--- src/rtl/mem_port_arbiter.sv ---
// Two-port (fetch / data) arbiter onto a single memory bus with ack timeout and fetch kill.
// Optional round-robin fairness between the ports is enabled by defining ARB_FAIRNESS_EN.
module mem_port_arbiter #(
  parameter int unsigned TIMEOUT = 15
) (
  input  logic        clk,
  input  logic        rst,
  input  logic        if_req,
  input  logic [31:0] if_addr,
  input  logic        if_kill,
  output logic [31:0] if_rdata,
  output logic        if_ready,
  output logic        if_stall,
  input  logic        mem_req,
  input  logic        mem_we,
  input  logic [31:0] mem_addr,
  input  logic [31:0] mem_wdata,
  input  logic [3:0]  mem_be,
  output logic [31:0] mem_rdata,
  output logic        mem_ready,
  output logic        mem_stall,
  output logic        bus_valid,
  output logic        bus_we,
  output logic [31:0] bus_addr,
  output logic [31:0] bus_wdata,
  output logic [3:0]  bus_be,
  input  logic        bus_ack,
  input  logic [31:0] bus_rdata,
  output logic        bus_err
);

  typedef enum logic [1:0] {
    IDLE     = 2'd0,
    IF_XFER  = 2'd1,
    MEM_XFER = 2'd2
  } state_t;

  state_t      state_q, state_d;
  logic        bus_we_q, bus_we_d;
  logic [31:0] bus_addr_q, bus_addr_d;
  logic [31:0] bus_wdata_q, bus_wdata_d;
  logic [3:0]  bus_be_q, bus_be_d;
  logic [7:0]  cnt_q, cnt_d;
  logic        kill_q, kill_d;
`ifdef ARB_FAIRNESS_EN
  logic        last_mem_q, last_mem_d;
`endif

  logic xfer, at_limit, timeout, done;
  logic if_pend, pick_if, pick_mem;
  logic if_done, mem_done;

  assign xfer     = (state_q != IDLE);
  assign at_limit = (cnt_q == 8'(TIMEOUT));
  assign timeout  = xfer & at_limit & ~bus_ack;
  assign done     = xfer & (bus_ack | timeout);

  // A killed fetch can never be granted; a fetch only beats a data request when fairness says so.
  assign if_pend = if_req & ~if_kill;
`ifdef ARB_FAIRNESS_EN
  assign pick_if = if_pend & (~mem_req | last_mem_q);
`else
  assign pick_if = if_pend & ~mem_req;
`endif
  assign pick_mem = mem_req & ~pick_if;

  assign if_done  = (state_q == IF_XFER) & done & ~rst & ~kill_q & ~if_kill;
  assign mem_done = (state_q == MEM_XFER) & done & ~rst;

  assign if_ready  = if_done;
  assign mem_ready = mem_done;
  assign if_rdata  = (if_done & ~timeout) ? bus_rdata : 32'h0;
  assign mem_rdata = (mem_done & ~timeout) ? bus_rdata : 32'h0;
  assign if_stall  = if_req & ~if_ready;
  assign mem_stall = mem_req & ~mem_ready;

  assign bus_valid = xfer & ~timeout;
  assign bus_err   = timeout & ~rst;
  assign bus_we    = bus_we_q;
  assign bus_addr  = bus_addr_q;
  assign bus_wdata = bus_wdata_q;
  assign bus_be    = bus_be_q;

  always_comb begin
    state_d     = state_q;
    bus_we_d    = bus_we_q;
    bus_addr_d  = bus_addr_q;
    bus_wdata_d = bus_wdata_q;
    bus_be_d    = bus_be_q;
    cnt_d       = cnt_q;
    kill_d      = kill_q;
`ifdef ARB_FAIRNESS_EN
    last_mem_d  = last_mem_q;
`endif
    case (state_q)
      IDLE: begin
        kill_d = 1'b0;
        if (pick_mem) begin
          state_d     = MEM_XFER;
          bus_we_d    = mem_we;
          bus_addr_d  = mem_addr;
          bus_wdata_d = mem_wdata;
          bus_be_d    = mem_be;
          cnt_d       = 8'd0;
`ifdef ARB_FAIRNESS_EN
          last_mem_d  = 1'b1;
`endif
        end else if (pick_if) begin
          state_d     = IF_XFER;
          bus_we_d    = 1'b0;
          bus_addr_d  = if_addr;
          bus_wdata_d = 32'h0;
          bus_be_d    = 4'hF;
          cnt_d       = 8'd0;
`ifdef ARB_FAIRNESS_EN
          last_mem_d  = 1'b0;
`endif
        end
      end
      IF_XFER: begin
        cnt_d = cnt_q + 8'd1;
        if (if_kill) kill_d = 1'b1;
        if (done) begin
          state_d = IDLE;
          kill_d  = 1'b0;
        end
      end
      MEM_XFER: begin
        cnt_d = cnt_q + 8'd1;
        if (done) state_d = IDLE;
      end
      default: state_d = IDLE;
    endcase
  end

  always_ff @(posedge clk) begin
    if (rst) begin
      state_q     <= IDLE;
      bus_we_q    <= 1'b0;
      bus_addr_q  <= 32'h0;
      bus_wdata_q <= 32'h0;
      bus_be_q    <= 4'h0;
      cnt_q       <= 8'd0;
      kill_q      <= 1'b0;
`ifdef ARB_FAIRNESS_EN
      last_mem_q  <= 1'b0;
`endif
    end else begin
      state_q     <= state_d;
      bus_we_q    <= bus_we_d;
      bus_addr_q  <= bus_addr_d;
      bus_wdata_q <= bus_wdata_d;
      bus_be_q    <= bus_be_d;
      cnt_q       <= cnt_d;
      kill_q      <= kill_d;
`ifdef ARB_FAIRNESS_EN
      last_mem_q  <= last_mem_d;
`endif
    end
  end

endmodule

--- config.mk ---
export PLATFORM = sky130hd
export DESIGN_NAME = mem_port_arbiter
export DESIGN_NICKNAME = d
export VERILOG_FILES = /design/src/rtl/mem_port_arbiter.sv
export SDC_FILE = /design/constraint.sdc
export NUM_CORES = 1
export LEC_CHECK = 0
export CAP_MARGIN = 25
export CORE_UTILIZATION = 25
export CTS_BUF_LIST = sky130_fd_sc_hd__clkbuf_4
export DETAILED_ROUTE_END_ITERATION = 12
export DONT_BUFFER_PORTS = 1
export PLACE_DENSITY_LB_ADDON = 0.05
export SETUP_SLACK_MARGIN = 0.5
export SKIP_CTS_REPAIR_TIMING = 1
export SLEW_MARGIN = 10
export SYNTH_ARGS = -nofsm -noshare
export SYNTH_HDL_FRONTEND = slang
export SYNTH_SLANG_ARGS = --single-unit
--- constraint.sdc ---
create_clock -name clk -period 1.96 [get_ports clk]
set_clock_uncertainty 0.05 [all_clocks]
set_input_delay 0.392 -clock clk [delete_from_list [all_inputs] [get_ports clk]]
set_output_delay 0.392 -clock clk [all_outputs]
set_load 0.01 [all_outputs]
After elaboration in Yosys (flattened, before gate mapping) --
Index checks and enable logic that the tools add are counted.
Operators by class: bitwise gates (word level) 28, add/subtract/negate cells 1, equality and inequality tests 6, reductions and logical operators 10, mux-type cells 20
Operators with widths (number):
- 32-bit two-way mux | 6
- 1-bit bitwise AND | 18
- 8-bit two-way mux | 2
- 8-bit case mux with 2 select lines | 1
- 1-bit inverter | 9
- 8-bit by 1-bit adder with 8-bit output, second input constant | 1
- 8-bit by 4-bit equality test with 1-bit output, second input constant | 1
- 4-bit two-way mux | 2
- 2-bit AND reduction | 4
- 2-bit nonzero test | 4
- 2-bit two-way mux | 3
- 3-bit inequality test, second input constant | 2
- 1-bit two-way mux | 4
- 2-bit case mux with 2 select lines | 1
- 2-bit by 1-bit equality test with 1-bit output, second input constant | 1
- 2-bit equality test, second input constant | 1
- 2-bit zero test | 1
- 2-bit by 1-bit inequality test with 1-bit output, second input constant | 1
- 1-bit case mux with 2 select lines | 1
- 2-bit OR reduction | 1
- 1-bit bitwise OR | 1
Storage, ports and cells: word-level logic and storage cells 72, output and inout bits 139, flip-flop bits (word level) 80, bits of input ports 139

Logic depth before layout (Yosys ltp) --
Gate-level depths: netlist (run 1).
depth in word-level cells 11, gate-level depth with buffers 7, gate-level depth less buffers 6

Worst setup path before layout (run 1) --
Ideal clock, no wire load.
path kind register to output, from register state_q[0], to output port if_rdata[10], buffers on the path 1, arrival time 1.500 ns, stages on the path, launching flop included 7, path slack 0.018 ns, required time 1.518 ns, cell sequence dfxtp_1 -> inv_1 -> ha_1 -> nor2_2 -> nor4b_4 -> clkbuf_2 -> and3_1
On the way: cells in the longest elaborated chain, start to end 11, elaborated cells between the ends (all ways) 13, classes of those cells 1 x eq/ne; 1 x mux; 10 x bitwise; 1 x reduce/logical
Ends and longest elaborated chain:
- start: declaration | RTL line 38 | state_t state_q, state_d;
- start signal: assignment | RTL line 149 | state_q <= state_d;
- 2-bit nonzero test | RTL line 53 | assign xfer = (state_q != IDLE);
- 1-bit bitwise AND (2 in a row) | RTL line 55 | assign timeout = xfer & at_limit & ~bus_ack;
- 1-bit bitwise OR | RTL line 56 | assign done = xfer & (bus_ack | timeout);
- 1-bit bitwise AND | RTL line 56
- 1-bit bitwise AND (4 in a row) | RTL line 67 | assign if_done = (state_q == IF_XFER) & done & ~rst & ~kill_q & ~if_kill;
- 1-bit bitwise AND * | RTL line 72 | assign if_rdata = (if_done & ~timeout) ? bus_rdata : 32'h0;
- 32-bit two-way mux * | RTL line 72
- end: declaration | RTL line 11 | output logic [31:0] if_rdata,
Mark *: on every way between the ends. The rest lies on a longest branch, timed or not.

Final worst setup path (run 1) --
from register state_q[0], to output port if_rdata[11]
The elaborated chain is that of the path after synthesis.

==> results.json, run 1 <==
{
  "status": "finished with violations",
  "violations": "hold timing, setup timing",
  "syn_inst": 433,
  "post_synth.cell_area_avg_sq_um": 9.08,
  "slew_violations": 0,
  "cp_slowest_stage_delay_ps": 410,
  "wl_um": 12800,
  "portBuffers": 0,
  "drc": 0,
  "die_y_um": 127,
  "rsz0062_at_grt": "yes",
  "crit_chain": "inv_4, ha_4, nor2_4, nor4b_4, buf_4, buf_6, and3_4",
  "yosysUniqueCellTypes": 46,
  "p_seq_share_pct": 38.5,
  "drv_cap": 0,
  "cp_max_fo": 8,
  "core_sq_mm": 0.0153,
  "async_reset_ff_share_pct": 0,
  "end_kind": "output pin",
  "timing.hold.ws_ps": -58.4,
  "power_density_mw_per_mm2": 1210,
  "hold_class": "in2reg",
  "ctsLongestPathBuffers": 2,
  "final_cells": 665,
  "dieWidth_um": 127,
  "power_frac_comb_pct": 46.3,
  "place.gp.congestion": 0.696,
  "start_util_pct": 25.8,
  "cts_sinks": 80,
  "worst_setup_path_start_kind": "flip-flop",
  "synth-seq-cells": 80,
  "wl_per_cell_um": 19.3,
  "drtIter0Drc": 100,
  "firstDrtPassIters": 4,
  "multi_input_area_sq_mm": 0.00269,
  "fmax_mhz": 416,
  "io_pins": 278,
  "cts-root-buf": "clkbuf_4",
  "area.growth.synth_to_final_pct": 36.9,
  "p_sw_share_pct": 38.9,
  "ys_top_cells_by_area": "dfxtp_1, mux2i_1, nor2_1",
  "grt_pass1_wl_um": 15800,
  "period_needed_ps": 2410,
  "critPathKind": "reg2out",
  "drtAntennaViolNets": 0,
  "critPathRequiredTime_ps": 1520,
  "fillers": 1542,
  "r2r_slack_ps": -110,
  "fin_nets": 591,
  "hpwl_um": 7600,
  "worst_ir_drop_vdd_v": 0.000434,
  "synth-edff-count": 0,
  "final_area_sq_mm": 0.00538,
  "num_vias": 3314,
  "cts_buffers": 9,
  "grt_overflow": 0,
  "seq_area_sq_mm": 0.00161,
  "slew_headroom_pct": 68.1,
  "drive_above_1_share_pct": 44.5,
  "tritoncts": "done",
  "p_leak_nw": 2.00,
  "syn-cell-area_sq_mm": 0.00393,
  "yosys.area.top_type": "dfxtp_1",
  "yosysTopAreaCellShare_pct": 40.7,
  "switching_power_mw": 2.54,
  "yosysWarnings": 0,
  "slowest_stage": "dfxtp_4",
  "finalWorstSetupSlack_ps": -447,
  "arrival_ps": 1960,
  "tightest_slew_ps": 478,
  "vias_per_cell": 4.98,
  "clkPwrFrac_pct": 15.2,
  "intPower_mw": 3.99,
  "grt_max_degree": 80,
  "critPathBufInv": 3,
  "path_clk_slew_ps": 130,
  "htree_levels": 3,
  "synth-main-ff-cell": "dfxtp_1",
  "crit_family": "simple AND/OR/NAND/NOR gates",
  "grt_use_total_pct": 12.8,
  "placementRows": 45,
  "antenna_found_initial": 2,
  "synth_nets": 576,
  "finalHoldViolCount": 72,
  "placed_area_sq_mm": 0.00435,
  "dieArea_sq_mm": 0.0162,
  "post-route-period-util_pct": 123,
  "ys_seq_area_share_pct": 40.7,
  "placed_cells": 614,
  "setup_violations": 73,
  "grt_pass1_vias": 2930,
  "clkLatencyLatePin_ps": 440
}
[cells in the mapped netlist (4+ instances only)]
master     n
a211oi_1  13
a211oi_2  20
a21oi_1    4
a22oi_1   33
and2_1    34
and3_1    33
buf_2     15
clkbuf_1  14
dfxtp_1   80
ha_1       4
mux2i_1   32
nand2_1    9
nor2_1    81
nor2b_1    4
nor3_1     5
[power by group through the flow]
stage | combinational (mW) | sequential (mW) | clock (mW)
final | 3.02 | 2.52 | 0.991
after global routing | 3.28 | 2.57 | 1.11
after CTS | 1.72 | 2.49 | 1.05
after detailed placement | 1.72 | 2.52 | 0
after global placement | 1.68 | 2.53 | 0
after floorplan | 1.51 | 2.41 | 0
[worst paths after layout]
path / end / startpoint / depth (start not counted)
max: if_rdata[11] / state_q[0] / 7
min: bus_we / rst / 1
max reg2reg: cnt_q[6] / state_q[0] / 10
min reg2reg: cnt_q[7] / cnt_q[7] / 2
[registers in the layout, summed over array words and instances (netlist names)]
register,cells
bus_be,4
bus_addr,32
state_q,2
bus_we,1
cnt_q,8
bus_wdata,32
kill_q,1
[area by class of cell]
type	instances	area share, %
inverters	3	0.349
multi-input cells	313	50.0
flip-flops and latches	80	30.0
clock inverters	5	1.07
clock buffers	10	1.39
diodes	2	0.0930
well taps	211	4.90
repair buffers	41	12.2
[logic make-up (layout without fill, tap and decap cells)]
logic type	count (synthesis)	count (layout)	share of synthesized area [%]
AND/OR/NAND/NOR	183	183	24.1
AO/OA/AOI/OAI	90	91	19.7
XOR/XNOR	3	3	0.668
multiplexers	32	32	8.15
adder cells (fa/ha/maj)	4	4	1.27
flip-flops	80	80	40.7
buffers and inverters	41	59	5.34
other	0	2	0
[per-layer routing]
| metal | global-route usage [%] | up-vias | routed length, um |
|---|---|---|---|
| met5 | 0 | - | 0 |
| met4 | 5.04 | 0 | 127 |
| met3 | 5.32 | 12 | 932 |
| met2 | 21.2 | 140 | 6390 |
| met1 | 14.7 | 1587 | 5350 |
| li1 | - | 1575 | - |
[worst reg2reg max path, cell delays in order, from the launching register on]
cell	delay, ps
dfxtp_4	410
inv_4	40
ha_4	160
buf_4	140
buf_12	120
buf_4	130
clkbuf_16	140
nor2b_4	130
a21o_1	180
or3_1	370
a21oi_1	120
[placed cells by master, fill, tap and decap left out, drive strengths merged, types with 6 or more instances in the layout]
master,count
clkbuf,22
a22oi,33
and2,34
nand2,9
mux2i,32
a211oi,33
o21ai,6
buf,29
dfxtp,80
nor2,82
and3,33
[per-stage QoR]
| step | power [mW] | utilization (%) | hold slack (ps) | worst slack [ps] | TNS, ps |
|---|---|---|---|---|---|
| finish | 6.53 | 35.3 | -58.4 | -447 | -21970 |
| global route | 6.95 | 35.3 | -118 | -563 | -30550 |
| CTS | 5.26 | 29.4 | -102 | -461 | -21760 |
| detailed placement | 4.24 | 28.5 | 415 | 69.5 | 0 |
| global placement | 4.22 | 28.5 | 416 | 107 | 0 |
| floorplan | 3.92 | - | 423 | 150 | 0 |
Power figures use the tool's default switching activity.
==> inputs of run 2 (changes only) <==
--- a/config.mk
+++ b/config.mk
@@ -11,7 +11,6 @@
 export DETAILED_ROUTE_END_ITERATION = 12
 export DONT_BUFFER_PORTS = 1
 export PLACE_DENSITY_LB_ADDON = 0.05
-export SETUP_SLACK_MARGIN = 0.5
 export SKIP_CTS_REPAIR_TIMING = 1
 export SLEW_MARGIN = 10
 export SYNTH_ARGS = -nofsm -noshare
==> results.json, run 2 (synthesized netlist as in run 1, its figures left out) <==
{
  "portBuffers": 0,
  "wl_um": 11800,
  "grt_pass1_wl_um": 15900,
  "ctsLongestPathBuffers": 2,
  "drv_cap": 0,
  "layout_commonest_cell": "nor2_1",
  "arrival_ps": 1970,
  "drive_above_1_share_pct": 30.0,
  "hold_class": "in2reg",
  "worst_setup_path_start_kind": "flip-flop",
  "post-route-period-util_pct": 123,
  "slew_headroom_pct": 69.7,
  "path_clk_slew_ps": 140,
  "critPathRequiredTime_ps": 1520,
  "place.gp.congestion": 0.669,
  "grt_pass1_vias": 2815,
  "hpwl_um": 8170,
  "end_kind": "output pin",
  "grt_max_degree": 80,
  "dieArea_sq_mm": 0.0162,
  "start_util_pct": 25.8,
  "drtAntennaViolNets": 0,
  "placed_area_sq_mm": 0.00417,
  "p_sw_share_pct": 39.0,
  "final_cells": 646,
  "rsz0062_at_grt": "yes",
  "finalHoldViolCount": 25,
  "fmax_mhz": 415,
  "status": "finished with violations",
  "switching_power_mw": 2.12,
  "firstDrtPassIters": 4,
  "multi_input_area_sq_mm": 0.00239,
  "total_power_mw": 5.44,
  "p_seq_share_pct": 45.5,
  "seq_area_sq_mm": 0.00161,
  "setup_tns_ps": -19290,
  "tritoncts": "done",
  "fillers": 1590,
  "slew_violations": 0,
  "io_pins": 278,
  "cts_sinks": 80,
  "placed_cells": 622,
  "power_frac_comb_pct": 32.8,
  "core_sq_mm": 0.0153,
  "num_vias": 3168,
  "vias_per_cell": 4.90,
  "cts_buffers": 9,
  "fin_nets": 572,
  "finalWorstSetupSlack_ps": -447,
  "timing.hold.ws_ps": -43.8,
  "antenna_found_initial": 1,
  "clkLatencyLatePin_ps": 440,
  "worst_ir_drop_vdd_v": 0.000410,
  "power_density_mw_per_mm2": 1150,
  "final_util_pct": 30.9,
  "grt_use_total_pct": 13.2,
  "violations": "hold timing, setup timing",
  "critPathKind": "reg2out",
  "area.growth.synth_to_final_pct": 19.8,
  "grt_overflow": 0,
  "tightest_slew_ps": 454,
  "setup_violations": 70,
  "dieWidth_um": 127,
  "final_area_sq_mm": 0.00471,
  "period_needed_ps": 2410,
  "cts-root-buf": "clkbuf_4",
  "layout_common_cells": "nor2_1, dfxtp_1, a22oi_1",
  "cp_max_fo": 8,
  "intPower_mw": 3.32,
  "p_leak_nw": 1.79,
  "wl_per_cell_um": 18.2,
  "htree_levels": 3,
  "clkPwrFrac_pct": 21.7,
  "drtIter0Drc": 139,
  "die_y_um": 127,
  "drc": 0,
  "placementRows": 45
}
## run 2: cell count changes in the layout (fill, tap and decap cells not counted), sizes merged, moves of 2 or more
cell	change
clkbuf	-11
buf	-8
clkinv	-2
inv	+2
## run 2: worst max-delay path, stage by stage (launching register included)
cell and delay, ps:
dfxtp_2 380, buf_4 120, ha_4 130, inv_2 50, nor4b_4 300, buf_4 200
clkbuf_16 150, and3_4 190
## run 2: worst paths after layout
kind              endpoint  cells after the start       start  slack, ps
max           if_rdata[25]                      7  state_q[0]       -450
min          bus_wdata[15]                      1         rst        -40
max reg2reg    bus_addr[6]                      7  state_q[1]        200
min reg2reg       cnt_q[0]                      1    cnt_q[0]        470
## run 2: per-stage QoR
stage | hold slack, ps | setup slack, ps
final | -43.8 | -447
after floorplan | 419 | 17.6
after CTS | -121 | -492
after global routing | -135 | -531
after global placement | 422 | 65.0
after detailed placement | 418 | 54.8
## run 2: area by class of cell
class / count / area share [%]
clock inverter: 7 / 2.15
multi-input combinational: 312 / 50.8
tap: 211 / 5.61
clock buffer: 9 / 1.43
sequential: 80 / 34.1
timing repair buffer: 23 / 5.55
antenna: 1 / 0.0531
inverter: 3 / 0.292
## run 2: metal layers
layer	wire (um)	GRT usage (%)
met5	0	0
met1	4630	14.3
met3	1000	4.61
met2	5890	22.8
met4	248	6.30
## run 2: power by group through the flow
| stage | Sequential [mW] | Clock, mW | Combinational, mW |
|---|---|---|---|
| detailed placement | 2.52 | 0 | 1.68 |
| finish | 2.47 | 1.18 | 1.78 |
| global placement | 2.53 | 0 | 1.65 |
| global route | 2.53 | 1.32 | 2.01 |
| CTS | 2.48 | 1.25 | 1.68 |
| floorplan | 2.40 | 0 | 1.40 |
==> inputs of run 3 (changes only) <==
--- a/config.mk
+++ b/config.mk
@@ -10,8 +10,7 @@
 export CTS_BUF_LIST = sky130_fd_sc_hd__clkbuf_4
 export DETAILED_ROUTE_END_ITERATION = 12
 export DONT_BUFFER_PORTS = 1
-export PLACE_DENSITY_LB_ADDON = 0.05
-export SKIP_CTS_REPAIR_TIMING = 1
+export PLACE_DENSITY_LB_ADDON = 0.08
 export SLEW_MARGIN = 10
 export SYNTH_ARGS = -nofsm -noshare
 export SYNTH_HDL_FRONTEND = slang
==> results.json, run 3 (synthesized netlist as in run 1, its figures left out) <==
{
  "status": "finished with violations",
  "violations": "hold timing, setup timing",
  "grt_pass1_vias": 3278,
  "grt_use_total_pct": 15.0,
  "rsz0062_at_grt": "yes",
  "cts-root-buf": "clkbuf_4",
  "slew_headroom_pct": 65.4,
  "critPathKind": "reg2out",
  "setup_tns_ps": -23650,
  "grt_max_degree": 80,
  "post-route-period-util_pct": 120,
  "htree_levels": 3,
  "tritoncts": "done",
  "placementRows": 45,
  "dieWidth_um": 127,
  "clkLatencyLatePin_ps": 440,
  "grt_overflow": 0,
  "path_clk_slew_ps": 130,
  "drtIter0Drc": 97,
  "final_area_sq_mm": 0.00489,
  "slew_violations": 0,
  "wl_um": 12400,
  "end_kind": "output pin",
  "hpwl_um": 8420,
  "finalHoldViolCount": 71,
  "p_leak_nw": 1.86,
  "pre_cts_slack_ps": -13.3,
  "placed_area_sq_mm": 0.00416,
  "tightest_slew_ps": 519,
  "fin_nets": 581,
  "setup_violations": 69,
  "start_util_pct": 25.8,
  "layout_commonest_cell": "nor2_1",
  "hold_class": "in2reg",
  "arrival_ps": 1910,
  "cts_sinks": 80,
  "cp_max_fo": 7,
  "final_cells": 656,
  "vias_per_cell": 4.97,
  "antenna_found_initial": 1,
  "critPathRequiredTime_ps": 1520,
  "firstDrtPassIters": 4,
  "drv_cap": 0,
  "placed_cells": 621,
  "io_pins": 278,
  "place.gp.congestion": 0.680,
  "num_vias": 3258,
  "ctsLongestPathBuffers": 2,
  "timing.hold.ws_ps": -49.0,
  "final_util_pct": 32.1,
  "area.growth.synth_to_final_pct": 24.4,
  "drc": 0,
  "wl_per_cell_um": 18.9,
  "power_density_mw_per_mm2": 1090,
  "core_sq_mm": 0.0153,
  "finalWorstSetupSlack_ps": -394,
  "dieArea_sq_mm": 0.0162,
  "drive_above_1_share_pct": 36.8,
  "worst_ir_drop_vdd_v": 0.000421,
  "portBuffers": 0,
  "fmax_mhz": 425,
  "layout_common_cells": "nor2_1, dfxtp_1, and2_4, and3_4, a22oi_1",
  "die_y_um": 127,
  "hold_buffers": 1,
  "cts_buffers": 9,
  "drtAntennaViolNets": 0,
  "grt_pass1_wl_um": 18100,
  "period_needed_ps": 2350,
  "worst_setup_path_start_kind": "flip-flop"
}
run 3: path summary, 6_finish.rpt:
path                            startpoint            to  slack [ps]  cells past startpoint
worst max-delay path            state_q[0]   if_rdata[7]        -390                      7
worst min-delay path                   rst  bus_addr[28]         -50                      1
worst max register to register  state_q[1]      cnt_q[7]         160                      7
worst min register to register    cnt_q[0]      cnt_q[0]         430                      1
run 3: cell type report:
cell class / instances / area [sq um]
Sequential cell: 80 / 1610
Clock inverter: 5 / 56.3
Clock buffer: 11 / 82.6
Tap cell: 211 / 264
Fill cell: 1569 / 10400
Timing Repair Buffer: 32 / 398
Antenna cell: 2 / 5.00
Inverter: 3 / 13.8
Multi-Input combinational cell: 312 / 2460
run 3: report_power, final:
group	leakage [nW]	switching, mW	internal, mW	total [mW]
combinational	1.12	1.03	0.814	1.85
sequential	0.662	0.458	2.02	2.48
clock	0.0773	0.611	0.418	1.03
total	1.86	2.10	3.25	5.35
run 3: worst max-delay path, cell delays in order, from the launching register on:
cell and delay, ps:
dfxtp_4 400, inv_4 40, ha_4 160, nor2_4 100, nor4b_4 240, buf_4 190
buf_6 130, and3_4 200
run 3: repair_timing:
action,CTS,global route
gates cloned,6,0
endpoints found under the setup margin,70,71
pin swaps,65,18
setup buffers,15,2
endpoints found under the hold margin,73,73
resized for setup,97,10
run 3: routing by layer:
metal	part of all wire (%)	routed length, um	global-route usage, %	up-vias
li1	-	-	-	1554
met1	37	4530	14.8	1474
met5	0	0	0	-
met4	4.4	544	9.66	0
met2	51	6340	27.4	197
met3	7.8	972	4.36	33
run 3: stage by stage:
step                hold slack, ps  power, mW
detailed placement             421       4.18
global placement               417       4.16
finish                       -49.0       5.35
CTS                          -98.5       5.43
global route                  -104       5.76
floorplan                      419       3.80
